--- src/rtl/pe_pkg.sv ---
// Shared defaults and FSM state type for the PE partial-sum datapath.
package pe_pkg;

  localparam int DEF_PROD_WIDTH = 10;
  localparam int DEF_ACC_WIDTH  = 16;
  localparam int DEF_FILTER_LEN = 5;

  typedef enum logic [0:0] {
    ACCUM  = 1'b0,
    OUTPUT = 1'b1
  } psum_state_e;

endpackage

--- src/rtl/psum_sat_add.sv ---
// Combinational partial-sum adder: acc + zero-extended prod.
// PSUM_SAT_EN defined: clamp to all-ones on overflow and flag it; undefined: wrap, ovf=0.
module psum_sat_add
  import pe_pkg::*;
#(
  parameter int PROD_WIDTH = DEF_PROD_WIDTH,
  parameter int ACC_WIDTH  = DEF_ACC_WIDTH
) (
  input  logic [ACC_WIDTH-1:0]  acc,
  input  logic [PROD_WIDTH-1:0] prod,
  output logic [ACC_WIDTH-1:0]  sum,
  output logic                  ovf
);

`ifdef PSUM_SAT_EN
  localparam int EXT_W = ACC_WIDTH + 1;

  logic [EXT_W-1:0] ext_s;

  // Add with one guard bit; the carry-out selects the clamp value.
  always_comb begin
    ext_s = {1'b0, acc} + EXT_W'(prod);
    ovf   = ext_s[ACC_WIDTH];
    if (ext_s[ACC_WIDTH]) begin
      sum = {ACC_WIDTH{1'b1}};
    end else begin
      sum = ext_s[ACC_WIDTH-1:0];
    end
  end
`else
  // Modulo-2^ACC_WIDTH addition; overflow is never reported.
  always_comb begin
    sum = acc + ACC_WIDTH'(prod);
    ovf = 1'b0;
  end
`endif

endmodule

--- src/rtl/psum_accumulator.sv ---
// Windowed partial-sum accumulator: sums FILTER_LEN products, then holds the sum for a handshake.
// Optional PSUM_SAT_EN selects saturating arithmetic with a sticky per-window sat_flag.
module psum_accumulator
  import pe_pkg::*;
#(
  parameter int PROD_WIDTH = DEF_PROD_WIDTH,
  parameter int ACC_WIDTH  = DEF_ACC_WIDTH,
  parameter int FILTER_LEN = DEF_FILTER_LEN
) (
  input  logic                  clk,
  input  logic                  rst,
  input  logic                  prod_valid,
  output logic                  prod_ready,
  input  logic [PROD_WIDTH-1:0] prod_data,
  output logic                  out_valid,
  input  logic                  out_ready,
  output logic [ACC_WIDTH-1:0]  out_data,
  output logic                  sat_flag
);

  localparam int CNT_W = $clog2(FILTER_LEN);
  localparam logic [CNT_W-1:0] CNT_LAST = CNT_W'(FILTER_LEN - 1);

  psum_state_e          state_r;
  logic [CNT_W-1:0]     cnt_r;
  logic [ACC_WIDTH-1:0] acc_r;
  logic                 sat_r;
  logic                 prod_ready_r;
  logic                 out_valid_r;
  logic [ACC_WIDTH-1:0] sum_s;
  logic                 ovf_s;

  psum_sat_add #(
    .PROD_WIDTH(PROD_WIDTH),
    .ACC_WIDTH (ACC_WIDTH)
  ) u_add (
    .acc (acc_r),
    .prod(prod_data),
    .sum (sum_s),
    .ovf (ovf_s)
  );

  // Window FSM with handshake outputs registered alongside the state.
  always_ff @(posedge clk) begin
    if (rst) begin
      state_r      <= ACCUM;
      cnt_r        <= {CNT_W{1'b0}};
      acc_r        <= {ACC_WIDTH{1'b0}};
      sat_r        <= 1'b0;
      prod_ready_r <= 1'b1;
      out_valid_r  <= 1'b0;
    end else begin
      case (state_r)
        ACCUM: begin
          if (prod_valid) begin
            // The first product of a window restarts the sum and clears the sticky flag.
            if (cnt_r == {CNT_W{1'b0}}) begin
              acc_r <= ACC_WIDTH'(prod_data);
              sat_r <= 1'b0;
            end else begin
              acc_r <= sum_s;
              sat_r <= sat_r | ovf_s;
            end
            if (cnt_r == CNT_LAST) begin
              cnt_r        <= {CNT_W{1'b0}};
              state_r      <= OUTPUT;
              prod_ready_r <= 1'b0;
              out_valid_r  <= 1'b1;
            end else begin
              cnt_r <= cnt_r + CNT_W'(1);
            end
          end
        end
        OUTPUT: begin
          if (out_ready) begin
            state_r      <= ACCUM;
            prod_ready_r <= 1'b1;
            out_valid_r  <= 1'b0;
          end
        end
        default: begin
          state_r      <= ACCUM;
          cnt_r        <= {CNT_W{1'b0}};
          acc_r        <= {ACC_WIDTH{1'b0}};
          sat_r        <= 1'b0;
          prod_ready_r <= 1'b1;
          out_valid_r  <= 1'b0;
        end
      endcase
    end
  end

  assign prod_ready = prod_ready_r;
  assign out_valid  = out_valid_r;
  assign out_data   = acc_r;
  assign sat_flag   = sat_r;

endmodule

--- config.mk ---
export PLATFORM = sky130hd
export DESIGN_NAME = psum_accumulator
export DESIGN_NICKNAME = d
export VERILOG_FILES = /design/src/rtl/pe_pkg.sv /design/src/rtl/psum_sat_add.sv /design/src/rtl/psum_accumulator.sv
export SDC_FILE = /design/constraint.sdc
export NUM_CORES = 1
export LEC_CHECK = 0
export ABC_AREA = 1
export CAP_MARGIN = 20
export CORE_MARGIN = 3
export CORE_UTILIZATION = 40
export CTS_CLUSTER_DIAMETER = 30
export CTS_CLUSTER_SIZE = 28
export DETAILED_ROUTE_END_ITERATION = 10
export GPL_ROUTABILITY_DRIVEN = 0
export GPL_TIMING_DRIVEN = 0
export PLACE_DENSITY = 0.65
export SLEW_MARGIN = 10
export SYNTH_ARGS = -nofsm -noshare
export SYNTH_HDL_FRONTEND = slang
export SYNTH_SLANG_ARGS = --single-unit
export TNS_END_PERCENT = 1
--- constraint.sdc ---
create_clock -name clk -period 2.6 [get_ports clk]
set_input_delay 0.78 -clock clk [delete_from_list [all_inputs] [get_ports clk]]
set_output_delay 0.78 -clock clk [all_outputs]
set_load 0.01 [all_outputs]
### Yosys cells after proc, flatten, opt, wreduce, memory -nomap -nowiden

Index checks and enable logic that the tools add are counted.

| word-level totals | value |
|---|---|
| word-level logic and storage cells | 29 |
| output and inout bits | 19 |
| register bits | 22 |
| input port bits | 14 |

| operators by class | value |
|---|---|
| add/sub/neg operators | 2 |
| bitwise logic cells | 1 |
| multiplexer cells | 14 |
| eq/ne operators | 4 |
| reduce and logical (&&, ||, !) cells | 3 |

Operators with widths:

| cell | count |
|---|---|
| adder 16 x 10 -> 16 bit | 1 |
| two-way mux 16 bit | 1 |
| two-way mux 1 bit | 9 |
| != test 2 bit (second input constant) | 3 |
| one-hot mux 1 bit (2 select lines) | 3 |
| adder 3 x 1 -> 3 bit (second input constant) | 1 |
| == test 3 bit (second input constant) | 1 |
| zero test 3 bit | 1 |
| two-way mux 3 bit | 1 |
| AND reduction 3 bit | 1 |
| AND reduction 2 bit | 1 |
| inverter 1 bit | 1 |

### Longest topological paths before layout

Gate-level depths: netlist (run 1).

| logic depth | value |
|---|---|
| word-level depth | 4 |
| depth in mapped cells | 12 |
| depth with buffers taken out | 12 |

### By module

Synthesis (run 1) repeated with hierarchy kept, for this count alone.

| second synthesis, totals | value |
|---|---|
| cells, all modules | 310 |
| area total of the unflattened synthesis | 1,855.5 um^2 |

Modules (own cells, without submodules):

| module | cells an instance | area an instance (um^2) | times used |
|---|---|---|---|
| psum_accumulator | 165 | 1,104.8 | 1 |
| psum_sat_add | 145 | 750.7 | 1 |

### Worst setup path after synthesis (run 1)

Ideal clock, no wire load.

| path | value |
|---|---|
| path kind | input to register |
| start point | input port prod_data[0] |
| end point | register acc_r[10] (netlist: out_data[10]) |
| required time | 2.487 ns |
| path buffers | 0 |
| arrival | 2.047 ns |
| setup slack | 0.440 ns |
| cell stages on the path | 12 |
| cell sequence | ha_1 fa_1 nand3_1 nand3_2 nand2_2 nand2_2 nand2_2 nand2_4 nand2_2 nand2_1 nand2_1 nor2_1 |

| between the ends | value |
|---|---|
| cells in the longest elaborated chain, start to end | 2 |

RTL lines:

| item | RTL line | source |
|---|---|---|
| from (decl) | psum_accumulator.sv:14 | `input logic [PROD_WIDTH-1:0] prod_data,` |
| adder 16 x 10 -> 16 bit | psum_sat_add.sv:33 | `sum = acc + ACC_WIDTH'(prod);` |
| two-way mux 16 bit | psum_accumulator.sv:57 | `if (cnt_r == {CNT_W{1'b0}}) begin` |
| to (signal assigned) | psum_accumulator.sv:48 | `acc_r <= {ACC_WIDTH{1'b0}};` |
| to (signal assigned) | psum_accumulator.sv:58 | `acc_r <= ACC_WIDTH'(prod_data);` |
| to (signal assigned) | psum_accumulator.sv:61 | `acc_r <= sum_s;` |
| to (decl) | psum_accumulator.sv:26 | `logic [ACC_WIDTH-1:0] acc_r;` |

Every way passes these cells.
A chain may end at the register's enable or synchronous reset.

### Final worst setup path (run 1)

Same ends and word-level chain as after synthesis.

==> flow_metrics.env, run 1 <==
export IMPL_power_density_nw_per_um2=472
export IMPL_vias=1516
export IMPL_core_um2=3520
export IMPL_synth_cell_type_count=32
export IMPL_ys_ff_latch=22
export IMPL_fp_dieArea_um2=4610
export IMPL_drtAntennaViolNets=0
export IMPL_start_util_pct=43.6
export IMPL_ctsResizeCount=0
export IMPL_whs_ps=451
export IMPL_cts_made_buffers=3
export IMPL_postPlaceCellArea_um2=1890
export IMPL_fin_skew_ps=6.17
export IMPL_arrival_ps=2610
export IMPL_critical_path_max_fanout=4
export IMPL_cts_buffer_depth=2
export IMPL_fin_crit_ps=2440
export IMPL_final_cell_mix="nand2_1, clkdlybuf4s50_1, nor2_1"
export IMPL_rows=21
export IMPL_initialDrtViolationCount=78
export IMPL_synth_top_family_by_area="simple AND/OR/NAND/NOR gates"
export IMPL_drc=0
export IMPL_cts_setup_buffers=0
export IMPL_syn_to_final_growth_pct=27.1
export IMPL_power_leakage_nw=0.868
export IMPL_cts_root_buf="clkbuf_8"
export IMPL_ys_warn_count=0
export IMPL_grt_max_degree=13
export IMPL_cts_tree="yes"
export IMPL_synth_area_mux_share_pct=0
export IMPL_grt_pass1_vias=1383
export IMPL_clock_latency_ps=270
export IMPL_final_common_cell="nand2_1"
export IMPL_reg2reg_slack_ps=790
export IMPL_slew_violations=0
export IMPL_tns_ps=0
export IMPL_first_pass_iters=4
export IMPL_clock_sinks=22
export IMPL_synth_compound_area_share_pct=14.2
export IMPL_max_cap_viol_count=0
export IMPL_fin_cells=309
export IMPL_fmax_mhz=409
export IMPL_syn_num_nets=256
export IMPL_synth_cells=229
export IMPL_synth_xor_area_share_pct=0.571
export IMPL_dp_slack_ps=-185
export IMPL_postCtsHoldBufs=0
export IMPL_yosys_area_share_simple_pct=36.2
export IMPL_track_usage_pct=16.8
export IMPL_die_x_um=67.9
export IMPL_pin_count=33
export IMPL_fin_nets=291
export IMPL_crit_type="in -> reg"
export IMPL_netlist_area_um2=1530
export IMPL_hold_viol_final=0
export IMPL_synthAdderAreaFrac_pct=11.1
export IMPL_rsz0062_at_grt="no"
export IMPL_io_buffers=30
export IMPL_power_mw=0.919
export IMPL_grt_pass1_wl_mm=5.97
export IMPL_worst_setup_path_start_kind="input port"
export IMPL_setup_viol=0
export IMPL_crit_required_ps=2770
export IMPL_finalWorstSetupSlack_ps=156
export IMPL_design_area_um2=1950
export IMPL_routedWlPerCell_um=11.5
export IMPL_antenna_found_initial=0
export IMPL_dp_cells=305
export IMPL_fin_util_pct=55.4
export IMPL_end_kind="register"
export IMPL_clk_pin_slew_ps=80
export IMPL_hold_path_class="reg -> reg"
export IMPL_outcome="complete, no violations"
export IMPL_grt_ovfl_total=0
export IMPL_peakVddDrop_uv=200
export IMPL_drt_total_wl_mm=3.57
export IMPL_drive_above_1_share_pct=12.5
export IMPL_synth_area_per_cell_um2=6.70
export IMPL_die_h_um=67.9
export IMPL_fillers=345
export IMPL_via_per_inst=4.91
export IMPL_hpwl_mm=2.75
export IMPL_yosysSeqAreaShare_pct=28.7
export IMPL_htree_levels=1
export IMPL_timing_final_crit_share_pct=94.0
export IMPL_n_antenna_cell=0
[where the power goes]
| part | leakage (nW) | internal (mW) | total, mW | switching (mW) |
|---|---|---|---|---|
| registers | 0.180 | 0.357 | 0.374 | 0.0170 |
| logic | 0.660 | 0.125 | 0.288 | 0.163 |
| clock network | 0.0288 | 0.135 | 0.257 | 0.122 |
[metal layers]
| metal | routed length [um] | vias up | GRT usage [%] | share of wire, % |
|---|---|---|---|---|
| met5 | 0 | - | 0 | 0 |
| met4 | 46 | 0 | 5.21 | 1.3 |
| met3 | 178 | 5 | 2.96 | 5.0 |
| met2 | 1580 | 32 | 27.3 | 44 |
| met1 | 1760 | 671 | 22.4 | 49 |
| li1 | - | 808 | - | - |
[path summary, 6_finish.rpt]
path | from | end | cells after the start
setup / recovery | prod_data[0] | out_data[10] | 13
setup reg to reg | out_data[0] | out_data[10] | 12
hold reg to reg | prod_ready | prod_ready | 2
hold / removal | prod_ready | prod_ready | 2
[worst max-delay path: stages]
cell,delay [ps]
clkdlybuf4s50_1,430
ha_2,240
fa_1,410
nand3_1,140
nand3_2,110
nand2_2,80
nand2_2,70
nand2_2,80
nand2_4,60
nand2_2,70
nand2_1,50
nand2_1,50
nor2_1,40
[logic make-up after synthesis]
family / count (synthesis)
fa+ha+maj: 13
other cells: 1
compound gates: 37
xor+xnor: 1
buf+inv: 35
flops: 22
simple gates: 120
[final cells by class]
class / instances / area, um^2 / area share [%]
Buffer: 5 / 25.0 / 1.28
Clock buffer: 4 / 55.1 / 2.82
Inverter: 30 / 113 / 5.78
Tap cell: 46 / 57.6 / 2.95
Multi-Input combinational cell: 172 / 958 / 49.2
Sequential cell: 22 / 440 / 22.6
Timing Repair Buffer: 30 / 300 / 15.4
[synth_stat cells]
cell      count  area [um^2]
nand2_1      54          203
nor2_1       29          109
inv_1        25         93.8
dfxtp_1      22          440
a21oi_1      15         75.1
nand3_1      13         65.1
ha_1         12          150
nand2_2       8         50.1
o21ai_0       7         35.0
a31oi_1       6         37.5
inv_2         5         18.8
nand2_4       3         33.8
nand3_2       3         30.0
nor2_2        3         18.8
a211oi_1      2         15.0
a21oi_2       2         17.5
buf_2         2         10.0
clkbuf_1      2         7.51
nor3_1        2         10.0
nor4_1        2         12.5
a22o_1        1         8.76
and2_1        1         6.26
buf_4         1         7.51
conb_1        1         3.75
fa_1          1         20.0
nand4_1       1         6.26
nor2_4        1         11.3
o21ai_1       1         5.00
o21bai_1      1         7.51
o221ai_1      1         8.76
o31ai_1       1         7.51
xor2_1        1         8.76
[sequential cells by signal (all words and copies together) (netlist names)]
| name | flops |
|---|---|
| state_r | 1 |
| out_data | 16 |
| prod_ready | 1 |
| out_valid | 1 |
| cnt_r | 3 |
No activity file was read; power rests on OpenSTA's default activity.
==> run 2, diff against run 1 <==
Settings changed: CORE_UTILIZATION 40 to 50, PLACE_DENSITY 0.65 to 0.79.
==> flow_metrics.env, run 2 (synthesized netlist as in run 1, its figures left out) <==
export IMPL_fillers=268
export IMPL_grt_pass1_vias=1363
export IMPL_cts_made_buffers=3
export IMPL_use_met1_pct=28.0
export IMPL_end_kind="register"
export IMPL_start_util_pct=54.2
export IMPL_outcome="complete, no violations"
export IMPL_cpMostUsedCell="nand2_2"
export IMPL_worst_setup_path_start_kind="input port"
export IMPL_antenna_found_initial=0
export IMPL_power_density_nw_per_um2=482
export IMPL_rows=19
export IMPL_fp_dieArea_um2=3770
export IMPL_routedWlPerCell_um=11.4
export IMPL_postCtsHoldBufs=0
export IMPL_hold_path_class="reg -> reg"
export IMPL_drc=0
export IMPL_io_buffers=30
export IMPL_critPathCapture="out_data[12]"
export IMPL_cts_root_buf="clkbuf_4"
export IMPL_via_per_inst=5.18
export IMPL_grt_ovfl_total=0
export IMPL_ctsResizeCount=0
export IMPL_final_cell_mix="nand2_1, clkdlybuf4s50_1, nor2_1"
export IMPL_power_switching_mw=0.289
export IMPL_die_h_um=61.4
export IMPL_syn_to_final_growth_pct=25.5
export IMPL_tns_ps=0
export IMPL_grt_max_degree=14
export IMPL_clk_pin_slew_ps=130
export IMPL_power_internal_mw=0.638
export IMPL_peakVddDrop_uv=476
export IMPL_timing_final_crit_share_pct=94.1
export IMPL_fin_crit_ps=2450
export IMPL_fmax_mhz=409
export IMPL_met2_usage_pct=31.9
export IMPL_max_cap_viol_count=0
export IMPL_clock_latency_ps=320
export IMPL_drtAntennaViolNets=0
export IMPL_tightest_slew_ps=503
export IMPL_rsz0062_at_grt="no"
export IMPL_p_comb_share_pct=31.0
export IMPL_crit_type="in -> reg"
export IMPL_seqPwrFrac_pct=40.4
export IMPL_critPathBufInv=1
export IMPL_htree_levels=1
export IMPL_relSlewSlack_pct=66.2
export IMPL_reg2reg_slack_ps=720
export IMPL_path_cells="clkdlybuf4s50_1 -> ha_1 -> fa_1 -> nand3_1 -> nand3_2 -> nand2_2 -> nand2_2 -> nand2_2 -> nand2_4 -> a21oi_1 -> nor2_1"
export IMPL_r2r_end="out_data[12]"
export IMPL_first_pass_iters=4
export IMPL_hpwl_mm=2.65
export IMPL_grt_pass1_wl_mm=5.78
export IMPL_cp_slowest_cell="clkdlybuf4s50_1"
export IMPL_fin_nets=291
export IMPL_slew_violations=0
export IMPL_arrival_ps=2670
export IMPL_clock_sinks=22
export IMPL_whs_ps=462
export IMPL_cts_setup_buffers=0
export IMPL_p_clk_share_pct=28.7
export IMPL_drive_above_1_share_pct=12.2
export IMPL_grt_busiest_layer="met2"
export IMPL_critPathTopFamily="adder cells"
export IMPL_power_mw=0.927
export IMPL_hold_viol_final=0
export IMPL_largest_reg_flops=16
export IMPL_r2r_worst_path_cells=10
export IMPL_n_antenna_cell=0
export IMPL_critical_path_max_fanout=4
export IMPL_track_usage_pct=20.4
export IMPL_vias=1522
export IMPL_setup_viol=0
export IMPL_core_um2=2830
export IMPL_cpPeakStageDelay_ps=430
export IMPL_crit_required_ps=2820
export IMPL_critPathLaunch="prod_data[0]"
export IMPL_final_common_cell="nand2_1"
export IMPL_die_x_um=61.4
export IMPL_initialDrtViolationCount=54
export IMPL_met3_usage_pct=4.40
export IMPL_fin_skew_ps=6.02
export IMPL_drt_total_wl_mm=3.34
export IMPL_cts_buffer_depth=2
export IMPL_r2r_start="out_data[0]"
export IMPL_pin_count=33
export IMPL_cts_tree="yes"
export IMPL_power_leakage_nw=0.869
export IMPL_switching_share_pct=31.1
export IMPL_crit_cells=11
==> run 2: metal layers <==
| layer | routed length, um | vias to the layer above |
|---|---|---|
| li1 | - | 811 |
| met1 | 1680 | 683 |
| met2 | 1500 | 26 |
| met3 | 123 | 2 |
| met4 | 32 | 0 |
| met5 | 0 | - |
==> run 2: through the flow <==
step | setup slack [ps] | instance area [um^2] | util, % | std cells
floorplan | 440 | 1530 | - | 229
global placement | -142 | 1870 | 66.2 | 290
detailed placement | -185 | 1870 | 66.2 | 290
CTS | 162 | 1930 | 68.1 | 294
global route | 16.9 | 1930 | 68.1 | 294
finish | 154 | 1930 | 68.1 | 294
==> run 2: final cells by class <==
cell class                      count  area, um^2  area share (%)
Multi-Input combinational cell    172         956            49.6
Sequential cell                    22         440            22.9
Timing Repair Buffer               30         300            15.6
Inverter                           30         113            5.85
Tap cell                           31        38.8            2.01
Clock inverter                      1        30.0            1.56
Buffer                              5        25.0            1.30
Clock buffer                        3        22.5            1.17
==> run 2: how the worst min path moves through the flow <==
stage,startpoint,endpoint,cells after the start
after floorplan,cnt_r[1],cnt_r[1],2
after global placement,prod_ready,prod_ready,2
after detailed placement,prod_ready,prod_ready,2
after CTS,prod_ready,prod_ready,2
after global routing,prod_ready,prod_ready,2
final,prod_ready,prod_ready,2
==> run 2: worst min-delay path, cell delays in order, from the launching register on <==
cell     delay (ps)
dfxtp_1         330
nand2_1          60
nand2_1          40
==> run 2: power groups by stage <==
stage          clock network, mW  logic [mW]  registers [mW]
2_1_floorplan                  0       0.185           0.387
3_3_place_gp                   0       0.281           0.381
3_5_place_dp                   0       0.286           0.382
4_1_cts                    0.271       0.288           0.374
5_1_grt                    0.283       0.322           0.378
6_report                   0.266       0.287           0.374
==> run 3, diff against run 2 <==
--- a/config.mk
+++ b/config.mk
@@ -9,3 +9,2 @@
 export CAP_MARGIN = 20
-export CORE_MARGIN = 3
 export CORE_UTILIZATION = 50
@@ -16,3 +15,3 @@
 export GPL_TIMING_DRIVEN = 0
-export PLACE_DENSITY = 0.79
+export PLACE_DENSITY_LB_ADDON = 0.2
 export SLEW_MARGIN = 10
--- a/constraint.sdc
+++ b/constraint.sdc
@@ -3,2 +3,2 @@
 set_output_delay 0.78 -clock clk [all_outputs]
-set_load 0.01 [all_outputs]
+set_load 0.1 [all_outputs]
==> flow_metrics.env, run 3 (synthesized netlist as in run 1, its figures left out) <==
export IMPL_clock_sinks=22
export IMPL_track_usage_pct=23.0
export IMPL_core_um2=2830
export IMPL_grt_pass1_wl_mm=5.98
export IMPL_cts_buffer_depth=2
export IMPL_cpPeakStageDelay_ps=430
export IMPL_clock_latency_ps=330
export IMPL_violations="DRC"
export IMPL_die_h_um=57.4
export IMPL_clk_pin_slew_ps=140
export IMPL_dp_cells=290
export IMPL_reg2reg_slack_ps=720
export IMPL_tightest_slew_ps=962
export IMPL_cpMostUsedCell="nand2_2"
export IMPL_end_kind="register"
export IMPL_cts_setup_buffers=0
export IMPL_whs_ps=454
export IMPL_power_switching_mw=0.415
export IMPL_initialDrtViolationCount=60
export IMPL_routedWlPerCell_um=11.4
export IMPL_power_density_nw_per_um2=545
export IMPL_drive_above_1_share_pct=12.2
export IMPL_largest_reg_flops=16
export IMPL_rsz0062_at_grt="no"
export IMPL_seqPwrFrac_pct=35.8
export IMPL_vias=1521
export IMPL_fmax_mhz=411
export IMPL_drc=4
export IMPL_via_per_inst=5.17
export IMPL_first_pass_iters=7
export IMPL_start_util_pct=54.2
export IMPL_cp_slowest_cell="fa_1"
export IMPL_relSlewSlack_pct=35.7
export IMPL_final_cell_mix="nand2_1, nor2_1, inv_1"
export IMPL_pin_count=33
export IMPL_fin_crit_ps=2430
export IMPL_power_mw=1.04
export IMPL_power_leakage_nw=0.965
export IMPL_setup_viol=0
export IMPL_fin_nets=291
export IMPL_grt_pass1_vias=1406
export IMPL_syn_to_final_growth_pct=24.6
export IMPL_path_cells="clkdlybuf4s50_1 -> ha_1 -> fa_1 -> nand3_1 -> nand3_2 -> nand2_2 -> nand2_2 -> nand2_2 -> nand2_4 -> nand2_2 -> nand2_1 -> nand2_1 -> nor2_1"
export IMPL_cts_made_buffers=3
export IMPL_postPlaceCellArea_um2=1870
export IMPL_outcome="finished, violations left"
export IMPL_cts_root_buf="clkbuf_4"
export IMPL_die_x_um=57.4
export IMPL_drtAntennaViolNets=0
export IMPL_crit_required_ps=2830
export IMPL_htree_levels=1
export IMPL_fin_skew_ps=11.0
export IMPL_io_buffers=30
export IMPL_critical_path_max_fanout=4
export IMPL_hold_viol_final=0
export IMPL_peakVddDrop_uv=462
export IMPL_rows=19
export IMPL_crit_type="in -> reg"
export IMPL_arrival_ps=2660
export IMPL_drt_total_wl_mm=3.36
export IMPL_slew_violations=0
export IMPL_hpwl_mm=2.55
export IMPL_timing_final_crit_share_pct=93.6
export IMPL_max_cap_viol_count=0
export IMPL_cts_tree="yes"
export IMPL_grt_max_degree=14
export IMPL_power_internal_mw=0.627
export IMPL_grt_ovfl_total=0
export IMPL_hold_path_class="reg -> reg"
export IMPL_p_clk_share_pct=26.1
export IMPL_final_common_cell="nand2_1"
export IMPL_n_antenna_cell=0
export IMPL_antenna_found_initial=0
export IMPL_switching_share_pct=39.8
export IMPL_p_comb_share_pct=38.0
export IMPL_fp_dieArea_um2=3290
export IMPL_design_area_um2=1910
export IMPL_worst_setup_path_start_kind="input port"
export IMPL_fin_cells=294
[run 3: cell types whose count changed in the layout (fill, tap and decap cells not counted)]
cell,previous run,this run
dlygate4sd2_1,0,16
dlymetal6s2s_1,0,2
clkdlybuf4s50_1,30,12
[run 3: final cells by class]
| type | instances | area, um^2 |
|---|---|---|
| inverter | 30 | 113 |
| fill | 254 | 918 |
| tap | 31 | 38.8 |
| clock inverter | 1 | 30.0 |
| timing repair buffer | 30 | 285 |
| buffer | 5 | 25.0 |
| multi-input combinational | 172 | 956 |
| clock buffer | 3 | 22.5 |
| sequential | 22 | 440 |
[run 3: through the flow]
step	setup TNS, ps	util, %	setup WS, ps
after global routing	0	67.5	3.38
after floorplan	0	-	302
after detailed placement	-731	66.2	-168
after global placement	-723	66.2	-168
after CTS	0	67.4	7.98
final	0	67.5	166
[run 3: path summary, 6_finish.rpt]
path                      from      endpoint  cells past startpoint
hold reg to reg     prod_ready    prod_ready                      2
hold / removal      prod_ready    prod_ready                      2
setup / recovery  prod_data[0]  out_data[10]                     13
setup reg to reg   out_data[0]  out_data[10]                     12
[run 3: worst max-delay path, delay by kind of cell]
kind	cells	cell delay [ps]
adders and majority gates	2	720
buffers and inverters	1	420
and+or+nand+nor	10	740
[run 3: timing repair]
action	4_1_cts	5_1_grt
hold buffers	0	0
pin swaps	0	0
endpoints found under the setup margin	16	2
gates resized for setup	16	2
[run 3: metal layers]
layer  global-route usage (%)  routed length [um]
met4                     3.14                  22
met3                     4.76                 148
met1                     29.4                1600
met5                        0                   0
met2                     40.5                1590
[run 3: power by group through the flow]
| stage | combinational [mW] | sequential, mW | clock (mW) |
|---|---|---|---|
| after floorplan | 0.191 | 0.501 | 0 |
| after global placement | 0.401 | 0.381 | 0 |
| after detailed placement | 0.405 | 0.382 | 0 |
| after CTS | 0.397 | 0.374 | 0.274 |
| after global routing | 0.435 | 0.377 | 0.295 |
| final | 0.397 | 0.373 | 0.272 |
